--- config.mk ---
export PLATFORM = sky130hd
export DESIGN_NAME = id_ex_stage
export DESIGN_NICKNAME = d
export VERILOG_FILES = /design/src/rtl/alu_defs_pkg.sv /design/src/rtl/alu_control.sv /design/src/rtl/id_ex_stage.sv
export SDC_FILE = /design/constraint.sdc
export NUM_CORES = 1
export LEC_CHECK = 0
export BUFFER_PORTS_ARGS = -buffer_cell sky130_fd_sc_hd__buf_2
export CAP_MARGIN = 30
export CORE_AREA = 2 2 123 125
export DETAILED_ROUTE_END_ITERATION = 16
export DIE_AREA = 0 0 125 127
export REMOVE_ABC_BUFFERS = 1
export SKIP_LAST_GASP = 1
export SLEW_MARGIN = 20
export SYNTH_ARGS = -nofsm -noshare
export SYNTH_HDL_FRONTEND = slang
export SYNTH_SLANG_ARGS = --single-unit
--- constraint.sdc ---
create_clock -name clk -period 1.81 [get_ports clk]
set_input_delay 0.362 -clock clk [delete_from_list [all_inputs] [get_ports clk]]
set_output_delay 0.362 -clock clk [all_outputs]
set_load 0.02 [all_outputs]
--- src/rtl/alu_defs_pkg.sv ---
// Shared ALU encodings: aluSel operation codes, aluOp instruction classes and datapath widths.
package alu_defs;

  localparam int unsigned XLEN   = 32;
  localparam int unsigned REG_AW = 5;
  localparam int unsigned SEL_W  = 4;
  localparam int unsigned OP_W   = 2;
  localparam int unsigned F3_W   = 3;

  localparam logic [SEL_W-1:0] ALU_AND = 4'b0000;
  localparam logic [SEL_W-1:0] ALU_OR  = 4'b0001;
  localparam logic [SEL_W-1:0] ALU_ADD = 4'b0010;
  localparam logic [SEL_W-1:0] ALU_SUB = 4'b0110;
  localparam logic [SEL_W-1:0] ALU_BAD = 4'b1111;

  localparam logic [OP_W-1:0] ALUOP_MEM = 2'b00;
  localparam logic [OP_W-1:0] ALUOP_BR  = 2'b01;
  localparam logic [OP_W-1:0] ALUOP_R   = 2'b10;
  localparam logic [OP_W-1:0] ALUOP_I   = 2'b11;

  localparam logic [F3_W-1:0] F3_ADD = 3'b000;
  localparam logic [F3_W-1:0] F3_OR  = 3'b110;
  localparam logic [F3_W-1:0] F3_AND = 3'b111;

endpackage

--- src/rtl/alu_control.sv ---
// Combinational ALU operation decode from aluOp, funct3 and funct7 bit 30.
module alu_control
  import alu_defs::*;
(
  input  logic [OP_W-1:0]  aluOp,
  input  logic [F3_W-1:0]  funct3,
  input  logic             funct7_30,
  output logic [SEL_W-1:0] aluSel
);

  always_comb begin
    aluSel = ALU_BAD;
    unique case (aluOp)
      ALUOP_MEM: aluSel = ALU_ADD;
      ALUOP_BR:  aluSel = ALU_SUB;
      ALUOP_R: begin
        case (funct3)
          F3_ADD:  aluSel = funct7_30 ? ALU_SUB : ALU_ADD;
          F3_AND:  aluSel = ALU_AND;
          F3_OR:   aluSel = ALU_OR;
          default: aluSel = ALU_BAD;
        endcase
      end
      ALUOP_I: begin
        // funct7_30 is part of the immediate here, so it must not select SUB
        case (funct3)
          F3_ADD:  aluSel = ALU_ADD;
          F3_AND:  aluSel = ALU_AND;
          F3_OR:   aluSel = ALU_OR;
          default: aluSel = ALU_BAD;
        endcase
      end
      default: aluSel = ALU_BAD;
    endcase
  end

endmodule

--- src/rtl/id_ex_stage.sv ---
// ID/EX pipeline register with ALU control decode and EX-side operand selection.
// Define ID_EX_FORWARDING_EN to enable EX/MEM and MEM/WB operand forwarding.
module id_ex_stage
  import alu_defs::*;
(
  input  logic              clk,
  input  logic              rst,
  input  logic              stall,
  input  logic              flush,
  input  logic              id_valid,
  input  logic [XLEN-1:0]   rs1_data,
  input  logic [XLEN-1:0]   rs2_data,
  input  logic [XLEN-1:0]   imm,
  input  logic [REG_AW-1:0] rs1,
  input  logic [REG_AW-1:0] rs2,
  input  logic [REG_AW-1:0] rd,
  input  logic [OP_W-1:0]   aluOp,
  input  logic [F3_W-1:0]   funct3,
  input  logic              funct7_30,
  input  logic              aluSrc,
  input  logic              regWrite,
  input  logic              memRead,
  input  logic              memWrite,
  input  logic              memtoReg,
  input  logic [REG_AW-1:0] exmem_rd,
  input  logic              exmem_regWrite,
  input  logic [XLEN-1:0]   exmem_result,
  input  logic [REG_AW-1:0] memwb_rd,
  input  logic              memwb_regWrite,
  input  logic [XLEN-1:0]   memwb_result,
  output logic [XLEN-1:0]   in1,
  output logic [XLEN-1:0]   in2,
  output logic [SEL_W-1:0]  aluSel,
  output logic [XLEN-1:0]   store_data,
  output logic [REG_AW-1:0] rd_out,
  output logic              ex_valid,
  output logic              regWrite_out,
  output logic              memRead_out,
  output logic              memWrite_out,
  output logic              memtoReg_out
);

  logic [SEL_W-1:0]  sel_d;
  logic [XLEN-1:0]   rs1_data_q;
  logic [XLEN-1:0]   rs2_data_q;
  logic [XLEN-1:0]   imm_q;
  logic [REG_AW-1:0] rs1_q;
  logic [REG_AW-1:0] rs2_q;
  logic              aluSrc_q;
  logic [XLEN-1:0]   op_a;
  logic [XLEN-1:0]   op_b;

  alu_control u_alu_control (
    .aluOp     (aluOp),
    .funct3    (funct3),
    .funct7_30 (funct7_30),
    .aluSel    (sel_d)
  );

  // Priority: reset, then flush, then stall; an invalid ID slot loads a bubble.
  // A bubble clears only the control fields; operand fields are don't-care.
  always_ff @(posedge clk) begin
    if (rst) begin
      rs1_data_q   <= '0;
      rs2_data_q   <= '0;
      imm_q        <= '0;
      rs1_q        <= '0;
      rs2_q        <= '0;
      aluSrc_q     <= 1'b0;
      aluSel       <= '0;
      rd_out       <= '0;
      ex_valid     <= 1'b0;
      regWrite_out <= 1'b0;
      memRead_out  <= 1'b0;
      memWrite_out <= 1'b0;
      memtoReg_out <= 1'b0;
    end else if (flush || (!stall && !id_valid)) begin
      rd_out       <= '0;
      ex_valid     <= 1'b0;
      regWrite_out <= 1'b0;
      memRead_out  <= 1'b0;
      memWrite_out <= 1'b0;
      memtoReg_out <= 1'b0;
    end else if (!stall) begin
      rs1_data_q   <= rs1_data;
      rs2_data_q   <= rs2_data;
      imm_q        <= imm;
      rs1_q        <= rs1;
      rs2_q        <= rs2;
      aluSrc_q     <= aluSrc;
      aluSel       <= sel_d;
      rd_out       <= rd;
      ex_valid     <= 1'b1;
      regWrite_out <= regWrite;
      memRead_out  <= memRead;
      memWrite_out <= memWrite;
      memtoReg_out <= memtoReg;
    end
  end

`ifdef ID_EX_FORWARDING_EN
  // Youngest producer wins; x0 is hardwired zero and never forwarded.
  always_comb begin
    op_a = rs1_data_q;
    if (rs1_q != '0 && exmem_regWrite && exmem_rd == rs1_q) begin
      op_a = exmem_result;
    end else if (rs1_q != '0 && memwb_regWrite && memwb_rd == rs1_q) begin
      op_a = memwb_result;
    end
  end

  always_comb begin
    op_b = rs2_data_q;
    if (rs2_q != '0 && exmem_regWrite && exmem_rd == rs2_q) begin
      op_b = exmem_result;
    end else if (rs2_q != '0 && memwb_regWrite && memwb_rd == rs2_q) begin
      op_b = memwb_result;
    end
  end
`else
  logic unused_fwd;

  assign op_a = rs1_data_q;
  assign op_b = rs2_data_q;
  assign unused_fwd = ^{exmem_rd, exmem_regWrite, exmem_result,
                        memwb_rd, memwb_regWrite, memwb_result, rs1_q, rs2_q};
`endif

  assign in1        = op_a;
  assign in2        = aluSrc_q ? imm_q : op_b;
  assign store_data = op_b;

endmodule

## Word level (Yosys, flattened, before mapping)

Cells that the tools add are included.
W data, S select, Z words.

- Multiplexer cells: 5
- Bitwise operators: 2
- Equality and inequality tests: 5
- Reduce and logical (&&, ||, !) cells: 8

Operators by type and width:

| kind | count |
|---|---|
| $mux W32 | 1 |
| $pmux W4 S3 | 2 |
| $pmux W4 S4 | 1 |
| $eq A3 B3 Y1 const B | 2 |
| $eq A2 B2 Y1 const B | 2 |
| $logic_not A3 Y1 | 1 |
| $mux W3 | 1 |
| $eq A2 B1 Y1 const B | 1 |
| $logic_not A1 Y1 | 2 |
| $logic_not A2 Y1 | 1 |
| $not A1 Y1 | 2 |
| $reduce_and A2 Y1 | 1 |
| $reduce_or A2 Y1 | 1 |
| $logic_and A1 B1 Y1 | 1 |
| $logic_or A1 B1 Y1 | 1 |

- Flip-flop bits (word level): 111
- Output and inout bits: 110
- Input port bits: 203
- Word-level logic and storage cells: 31

## Depth between registers and ports, before layout

Gate-level depths: netlist of run 1.

- Depth after elaboration: 5
- Depth in mapped cells: 5
- Depth with buffers taken out: 3

## Hierarchy

Synthesis of run 1 repeated with hierarchy kept, for this count alone.

- Cells, all modules: 527
- Area, all modules: 5327.6 um^2

Modules (own cells, without submodules):

| module | sequential area each (um^2) | times used | area an instance (um^2) | cells an instance |
|---|---|---|---|---|
| id_ex_stage | 2222.1 | 1 | 5272.6 | 518 |
| alu_control | 0.0 | 1 | 55.1 | 9 |

## Worst setup path after synthesis of run 1

Ideal clock, no wire load.

- Path type: register -> output
- Start point: register aluSrc_q
- End point: output in2[10]
- Setup slack: 0.335 ns
- Path buffers: 2
- Required time: 1.448 ns
- Stages on the path, launching flop included: 4
- Data arrival time: 1.113 ns
- Cells stage by stage: dfxtp_1 > clkbuf_1 > buf_2 > mux2_2

- Word-level cells in the longest chain between the ends: 1

Ends and longest elaborated chain:

| element | RTL line | source |
|---|---|---|
| from (decl) | id_ex_stage.sv:49 | `logic aluSrc_q;` |
| from (signal assigned) | id_ex_stage.sv:90 | `aluSrc_q <= aluSrc;` |
| $mux W32 | id_ex_stage.sv:130 | `assign in2 = aluSrc_q ? imm_q : op_b;` |
| to (decl) | id_ex_stage.sv:32 | `output logic [XLEN-1:0] in2,` |

No other way between the ends.

## Worst setup path in the final report of run 1

- Start point: register aluSrc_q
- End point: output in2[29]

The elaborated chain is that of the path after synthesis.

==> reports/results.env, run 1 <==
GLOBALROUTEOVERFLOWTOTAL=0
SYNTHESIS.AREA_PER_INSTANCE_UM2=8.22
POSTSYNTHCELLCOUNT=515
DETAIL_ROUTE.VIAS_PER_CELL=4.50
GRT_USAGE=0.150
CLOCK_TREE.HTREE_LEVEL_COUNT=3
CLK_TRANSITION_REPORTED_PATHS_NS=0.07
FIN_WS_NS=0.0305
TRITONCTS='yes'
YS_SEQ_AREA_FRAC=0.525
DETAILROUTE.VIA_COUNT=4135
SYNTH.DISTINCT_CELLS=20
FINAL_ANTENNA_VIOLATING_NET_COUNT=0
MULTI_INPUT_AREA_UM2=1840
DRT_PASS1_ITERATIONS=4
PORTBUFFERS=226
ANTENNA_FOUND_INITIAL=0
CLOCK_PATH_BUFFERS=2
GLOBAL_ROUTE.USAGE.MET2=0.237
POSTSYNTHREGISTERBITS=111
POWER_FRAC_SEQ=0.488
CAP_VIOL_MAX_COUNT=0
FINAL_STD_CELL_AREA_NO_FILL_UM2=5990
FIN_NETS=933
CRITPATHREQUIREDTIME_NS=1.45
COUNT_OF_BOUNDARY_I_O_PINS=313
IRDROPWORSTVDD_mV=0.483
SYNTHFLOPTYPE='sky130_fd_sc_hd__dfxtp_1'
POST_DP_CELL_AREA_UM2=5630
GRT_SETUP_UNREPAIRED='true'
HP-CLASS='in2reg'
GRT_PASS1_VIAS=3943
DRT-WIRELENGTH-PER-CELL_UM=13.2
NFILLCELLS=1541
FINALSETUPVIOLATIONS=0
POWER.CLOCK.FRACTION=0.395
TIMING.SLEW.HEADROOM=0.713
SYNTH.YOSYS.WARNINGS=0
TIMING.CRITICAL_PATH.FROM_TYPE='register'
DESIGN.DIE.AREA_UM2=15900
SYNTH-EDFF-COUNT=0
SYNTHARSTFLOPSHARE=0
COMB_POWER_SHARE=0.117
STATUS='complete, no violations'
CLOCK_INSERTION_DELAY_WORST_SKEW_NS=0.35
CP_MAX_FO=7
CTS_NUM_SINKS=111
CTS_SETUP_BUFFERS=0
FINCLKSKEW_NS=0
INTPOWER_mW=3.98
GRT_PASS1_WL_UM=19300
DRC=0
INITIAL_UTILIZATION=0.293
CELLLEAKAGEPOWER_nW=2.76
TIMING.CRITICAL_PATH.TO_TYPE='output pin'
FINAL.PERIOD_UTILIZATION=0.983
CLK_ROOT_BUFFER_CELL='sky130_fd_sc_hd__clkbuf_16'
ANTENNA_CELLS_INSERTED=0
GRT_MAX_DEGREE=55
CTS-HOLD-FIX-BUFFERS=0
SYNTH_TOP_AREA_FRAC=0.525
CORE_REGION_AREA_UM2=14400
REGISTER_AREA_UM2=2230
FINISHED_CORE_UTIL=0.415
P_PER_AREA_nW_PER_UM2=878
CRIT_ARRIVAL_NS=1.42
DIE_HEIGHT_UM=127
TIMING.SETUP.CRITICAL_PATH_CLASS='reg2out'
GRT_USE_MET3=0.0645
CTS_MADE_BUFFERS=9
MAPPED_CELL_AREA_UM2=4230
YS_TOP_CELLS_BY_AREA='sky130_fd_sc_hd__dfxtp_1, sky130_fd_sc_hd__nand2_1, sky130_fd_sc_hd__a21oi_1'
WIRELENGTH_UM=12100
TIGHTESTPINTRANSITION_NS=0.430
GLOBALROUTE.BUSIESTLAYER='met2'
NUM_ROWS=44
CELL_TYPE_WITH_THE_HIGHEST_AGGREGATE_AREA_IN_THE_NETLIST='sky130_fd_sc_hd__dfxtp_1'
SW_FRAC_OF_TOTAL=0.243
HPWL_UM=8460
PRE_CTS_WS_NS=0.298
AREA.GROWTH.SYNTH_TO_FINAL_PCT=41.5
GPL.FINAL_WEIGHTED_CONGESTION=0.759
DRTITER0DRC=196
GRTUSAGEMET1=0.183
DRV_SLEW=0
FMAX_MHz=562
DIE_SPAN_X_UM=125
LAYOUT-DRIVE-GT1-SHARE=0.399
HOLD_VIOLATIONS=0
P_SW_mW=1.28
FINALWORSTPATHREQUIREDPERIOD_NS=1.78
## layout make-up
| type | count | share of cell area |
|---|---|---|
| sequential | 111 | 0.372 |
| multi-input combinational | 365 | 0.308 |
| timing repair buffer | 242 | 0.228 |
| clock buffer | 12 | 0.0445 |
| tap | 184 | 0.0384 |
| clock inverter | 4 | 0.00878 |
| inverter | 1 | 0.000627 |
## final timing paths
path | end | from | depth (start not counted) | slack, ns
worst max-delay path | in2[29] | aluSrc_q | 3 | 0.03
worst max register to register | aluSrc_q | aluSrc_q | 3 | 1.01
worst min register to register | imm_q[26] | imm_q[26] | 2 | 0.45
worst min-delay path | rd_out[0] | rd[0] | 3 | 0.24
## synth_stat cells (4+ instances only)
cell / number
sky130_fd_sc_hd__mux2i_1: 9
sky130_fd_sc_hd__dfxtp_1: 111
sky130_fd_sc_hd__nand2_1: 197
sky130_fd_sc_hd__a21oi_1: 100
sky130_fd_sc_hd__nor2_1: 13
sky130_fd_sc_hd__buf_2: 24
sky130_fd_sc_hd__nand3_1: 4
sky130_fd_sc_hd__mux2_2: 32
sky130_fd_sc_hd__clkbuf_1: 14
## metal layers
layer / wire, um / vias to the layer above
met5: 0 / -
met4: 209 / 0
met3: 1150 / 16
met2: 5460 / 158
met1: 5300 / 1835
li1: - / 2126
## logic make-up after synthesis
logic type / synth area share
compound gates: 0.125
buf+inv: 0.0417
flops: 0.525
mux: 0.106
simple gates: 0.202
## state kept, by name, indices dropped and copies added (netlist names)
| name | cells |
|---|---|
| memRead_out | 1 |
| aluSrc_q | 1 |
| imm_q | 32 |
| store_data | 32 |
| in1 | 32 |
| regWrite_out | 1 |
| memtoReg_out | 1 |
| aluSel | 4 |
| memWrite_out | 1 |
| rd_out | 5 |
| ex_valid | 1 |
## worst max-delay path, stage by stage, from the launching register on
cell	delay (ns)
sky130_fd_sc_hd__dfxtp_4	0.40
sky130_fd_sc_hd__buf_6	0.16
sky130_fd_sc_hd__mux2_2	0.35
sky130_fd_sc_hd__buf_2	0.16
## what timing repair did
item | 4_1_cts | 5_1_grt
setup endpoints to repair | 12 | 29
cloned | 1 | 1
gates resized for setup | 3 | 2
## power by group through the flow
stage          registers [mW]  clock network, mW  logic, mW
3_3_place_gp             2.62                  0      0.614
5_1_grt                  2.57               2.26      0.678
4_1_cts                  2.56               2.17      0.619
2_1_floorplan            2.69                  0      0.209
6_report                 2.56               2.08      0.615
3_5_place_dp             2.62                  0      0.615
## metrics by stage
step,hold slack (ns),cells,total power [mW],TNS (ns)
floorplan,0.427,477,2.90,-179.77
CTS,0.227,918,5.35,-0.00532
finish,0.241,919,5.26,0
global route,0.224,919,5.51,-0.409
global placement,0.435,901,3.23,0
detailed placement,0.443,901,3.24,0
## cell usage in the layout (no fill, tap or decap), types with 2 or more instances in the layout
master	count
sky130_fd_sc_hd__clkinv_4	2
sky130_fd_sc_hd__a21oi_1	100
sky130_fd_sc_hd__buf_2	225
sky130_fd_sc_hd__nand2_1	197
sky130_fd_sc_hd__clkbuf_8	3
sky130_fd_sc_hd__buf_6	2
sky130_fd_sc_hd__mux2i_1	9
sky130_fd_sc_hd__buf_12	7
sky130_fd_sc_hd__buf_4	7
sky130_fd_sc_hd__mux2_2	32
sky130_fd_sc_hd__nor2_1	13
sky130_fd_sc_hd__dfxtp_1	110
sky130_fd_sc_hd__clkbuf_16	10
sky130_fd_sc_hd__nand3_1	4
Power figures use the tool's default switching activity.
==> inputs of run 2 (changes only) <==
--- a/config.mk
+++ b/config.mk
@@ -7,9 +7,9 @@
 export LEC_CHECK = 0
 export BUFFER_PORTS_ARGS = -buffer_cell sky130_fd_sc_hd__buf_2
 export CAP_MARGIN = 30
-export CORE_AREA = 2 2 123 125
+export CORE_MARGIN = 1
+export CORE_UTILIZATION = 30
 export DETAILED_ROUTE_END_ITERATION = 16
-export DIE_AREA = 0 0 125 127
 export REMOVE_ABC_BUFFERS = 1
 export SKIP_LAST_GASP = 1
 export SLEW_MARGIN = 20
==> run 2 against run 1 <==
Net effect: total power up 0.77%; register-to-register slack got worse by 0.04 ns; core utilization up 1.3 points; die area is 8.1% lower; sequential cell count stayed put; clock skew stayed put; global-route usage grew 0.92 points; cell area fell by 1.1%; fmax shrank 1.2%; critical endpoint is now in2[8]; highest routed layer unchanged.
==> reports/results.env, run 2 (synthesis gave the netlist of run 1 again) <==
STATUS='complete, no violations'
CLOCK_TREE.HTREE_LEVEL_COUNT=3
CLOCK_PATH_BUFFERS=2
PRE_CTS_WS_NS=0.239
CP-STARTPOINT='aluSrc_q'
CLK_ROOT_BUFFER_CELL='sky130_fd_sc_hd__clkbuf_16'
FINAL_ANTENNA_VIOLATING_NET_COUNT=0
GRT_SETUP_UNREPAIRED='true'
WORST_R2R_DST='aluSrc_q'
FMAX_MHz=555
TIMING.HOLD.WS_NS=0.242
MOST-COMMON-LAYOUT-CELLS='sky130_fd_sc_hd__buf_2, sky130_fd_sc_hd__nand2_1, sky130_fd_sc_hd__dfxtp_1, sky130_fd_sc_hd__a21oi_1, sky130_fd_sc_hd__mux2_2'
DETAILROUTE.VIA_COUNT=4059
POWER_FRAC_SEQ=0.484
WIRELENGTH_UM=11600
CTS_SETUP_BUFFERS=0
DIE_SPAN_X_UM=121
WORST_R2R_PATH_DEPTH=3
P_SW_mW=1.27
GRT_PASS1_VIAS=3693
TIMING.CRITICAL_PATH.FROM_TYPE='register'
ANTENNA_FOUND_INITIAL=1
CRIT_ARRIVAL_NS=1.44
AREA.GROWTH.SYNTH_TO_FINAL_PCT=39.9
LAYOUT_COMMONEST_CELL='sky130_fd_sc_hd__buf_2'
FIN_NETS=928
PORTBUFFERS=226
MIN_TO='rd_out[2]'
IRDROPWORSTVDD_mV=0.528
CRITPATHREQUIREDTIME_NS=1.45
INTPOWER_mW=4.03
DRT-WIRELENGTH-PER-CELL_UM=12.8
TRITONCTS='yes'
INITIAL_UTILIZATION=0.306
FINAL.PERIOD_UTILIZATION=0.995
GRT_USAGE=0.159
COUNT_OF_BOUNDARY_I_O_PINS=313
TIMING.CRITICAL_PATH.BUF_INV=2
TIMING.CRITICAL_PATH.TO_TYPE='output pin'
DRC=0
DRT_PASS1_ITERATIONS=4
CTS_MADE_BUFFERS=9
CLK_TRANSITION_REPORTED_PATHS_NS=0.07
DRTITER0DRC=214
FINAL_STD_CELL_AREA_NO_FILL_UM2=5920
TIMING.SLEW.HEADROOM=0.677
CTS-HOLD-FIX-BUFFERS=0
P_PER_AREA_nW_PER_UM2=895
HOLD_VIOLATIONS=0
HOLD_PATH_STARTPOINT='rd[2]'
CLOCK_INSERTION_DELAY_WORST_SKEW_NS=0.34
CP_MAX_FO=17
CRIT_PATH_CELL_TRACE='buf_12 -> mux2_2 -> buf_2'
CPPEAKSTAGEDELAY_NS=0.39
REG2REG_SLACK_NS=0.97
FINALSETUPVIOLATIONS=0
ANTENNA_CELLS_INSERTED=0
FIN_WS_NS=0.00971
DESIGN_POWER_TOTAL_mW=5.30
CTS_NUM_SINKS=111
GRT_PASS1_WL_UM=18100
NUM_ROWS=43
DESIGN.DIE.AREA_UM2=14600
LAYOUTNONFILLERINSTCOUNT=910
GLOBALROUTEOVERFLOWTOTAL=0
SW_FRAC_OF_TOTAL=0.239
HP-CLASS='in2reg'
LAYOUT-DRIVE-GT1-SHARE=0.393
COMB_POWER_SHARE=0.113
FINALWORSTPATHREQUIREDPERIOD_NS=1.80
HPWL_UM=7730
GRT_MAX_DEGREE=65
CORE_REGION_AREA_UM2=13800
DETAIL_ROUTE.VIAS_PER_CELL=4.46
WORST_REG2REG_STARTPOINT='aluSrc_q'
CP_SLOWEST_CELL='sky130_fd_sc_hd__dfxtp_4'
DRV_SLEW=0
CELLLEAKAGEPOWER_nW=2.72
TIGHTESTPINTRANSITION_NS=0.484
NFILLCELLS=1467
POST_DP_CELL_AREA_UM2=5570
TIMING.HOLD.WORST_PATH_DEPTH=3
TIMING.SETUP.CRITICAL_PATH_CLASS='reg2out'
DIE_HEIGHT_UM=121
PLACE_INST=893
POWER.CLOCK.FRACTION=0.403
CAP_VIOL_MAX_COUNT=0
FINCLKSKEW_NS=0
GPL.FINAL_WEIGHTED_CONGESTION=0.704
TIMING.CRITICAL_PATH.MAX_DELAY_FAMILY='flip-flops'
==> run 2: repair_timing <==
| action | in CTS | in global routing |
|---|---|---|
| cloned | 1 | 0 |
| setup endpoints to repair | 32 | 32 |
| pin swaps | 0 | 0 |
| resized for setup | 3 | 0 |
==> run 2: power by group through the flow <==
stage | clock network [mW] | logic [mW] | registers, mW
finish | 2.13 | 0.600 | 2.56
global placement | 0 | 0.599 | 2.62
detailed placement | 0 | 0.602 | 2.62
CTS | 2.23 | 0.608 | 2.56
floorplan | 0 | 0.209 | 2.69
global route | 2.33 | 0.660 | 2.57
==> run 2: layer usage <==
metal  GRT usage  part of all wire
met4      0.0532             0.013
met1       0.189              0.44
met5           0                 0
met2       0.256              0.45
met3      0.0670             0.092
==> run 2: layout make-up <==
class | instances | area [um2] | area share
multi-input cells | 365 | 1840 | 0.311
clock buffers | 11 | 243 | 0.0410
flip-flops and latches | 111 | 2230 | 0.376
repair buffers | 237 | 1300 | 0.219
inverters | 1 | 3.75 | 0.000634
clock inverters | 5 | 81.3 | 0.0137
well taps | 180 | 225 | 0.0380
==> run 2: worst register-to-register path, cell delays in order, from the launching register on <==
cell and delay, ns:
sky130_fd_sc_hd__dfxtp_4 0.39, sky130_fd_sc_hd__buf_16 0.17, sky130_fd_sc_hd__nand2_1 0.06, sky130_fd_sc_hd__a21oi_1 0.15
==> run 2: worst max path at each step <==
stage                            to  slack, ns  cells after the start
after global placement    aluSel[1]       0.25                      5
after CTS                    in2[8]      -0.03                      3
after floorplan           aluSel[2]      -1.91                      2
after global routing         in2[8]      -0.05                      3
final                        in2[8]       0.01                      3
after detailed placement  aluSel[1]       0.24                      5
==> run 2: through the flow <==
| stage | TNS (ns) | utilization |
|---|---|---|
| after global routing | -0.918 | 0.428 |
| after CTS | -0.0911 | 0.428 |
| after detailed placement | 0 | 0.402 |
| after floorplan | -179.77 | - |
| after global placement | 0 | 0.402 |
| final | 0 | 0.428 |
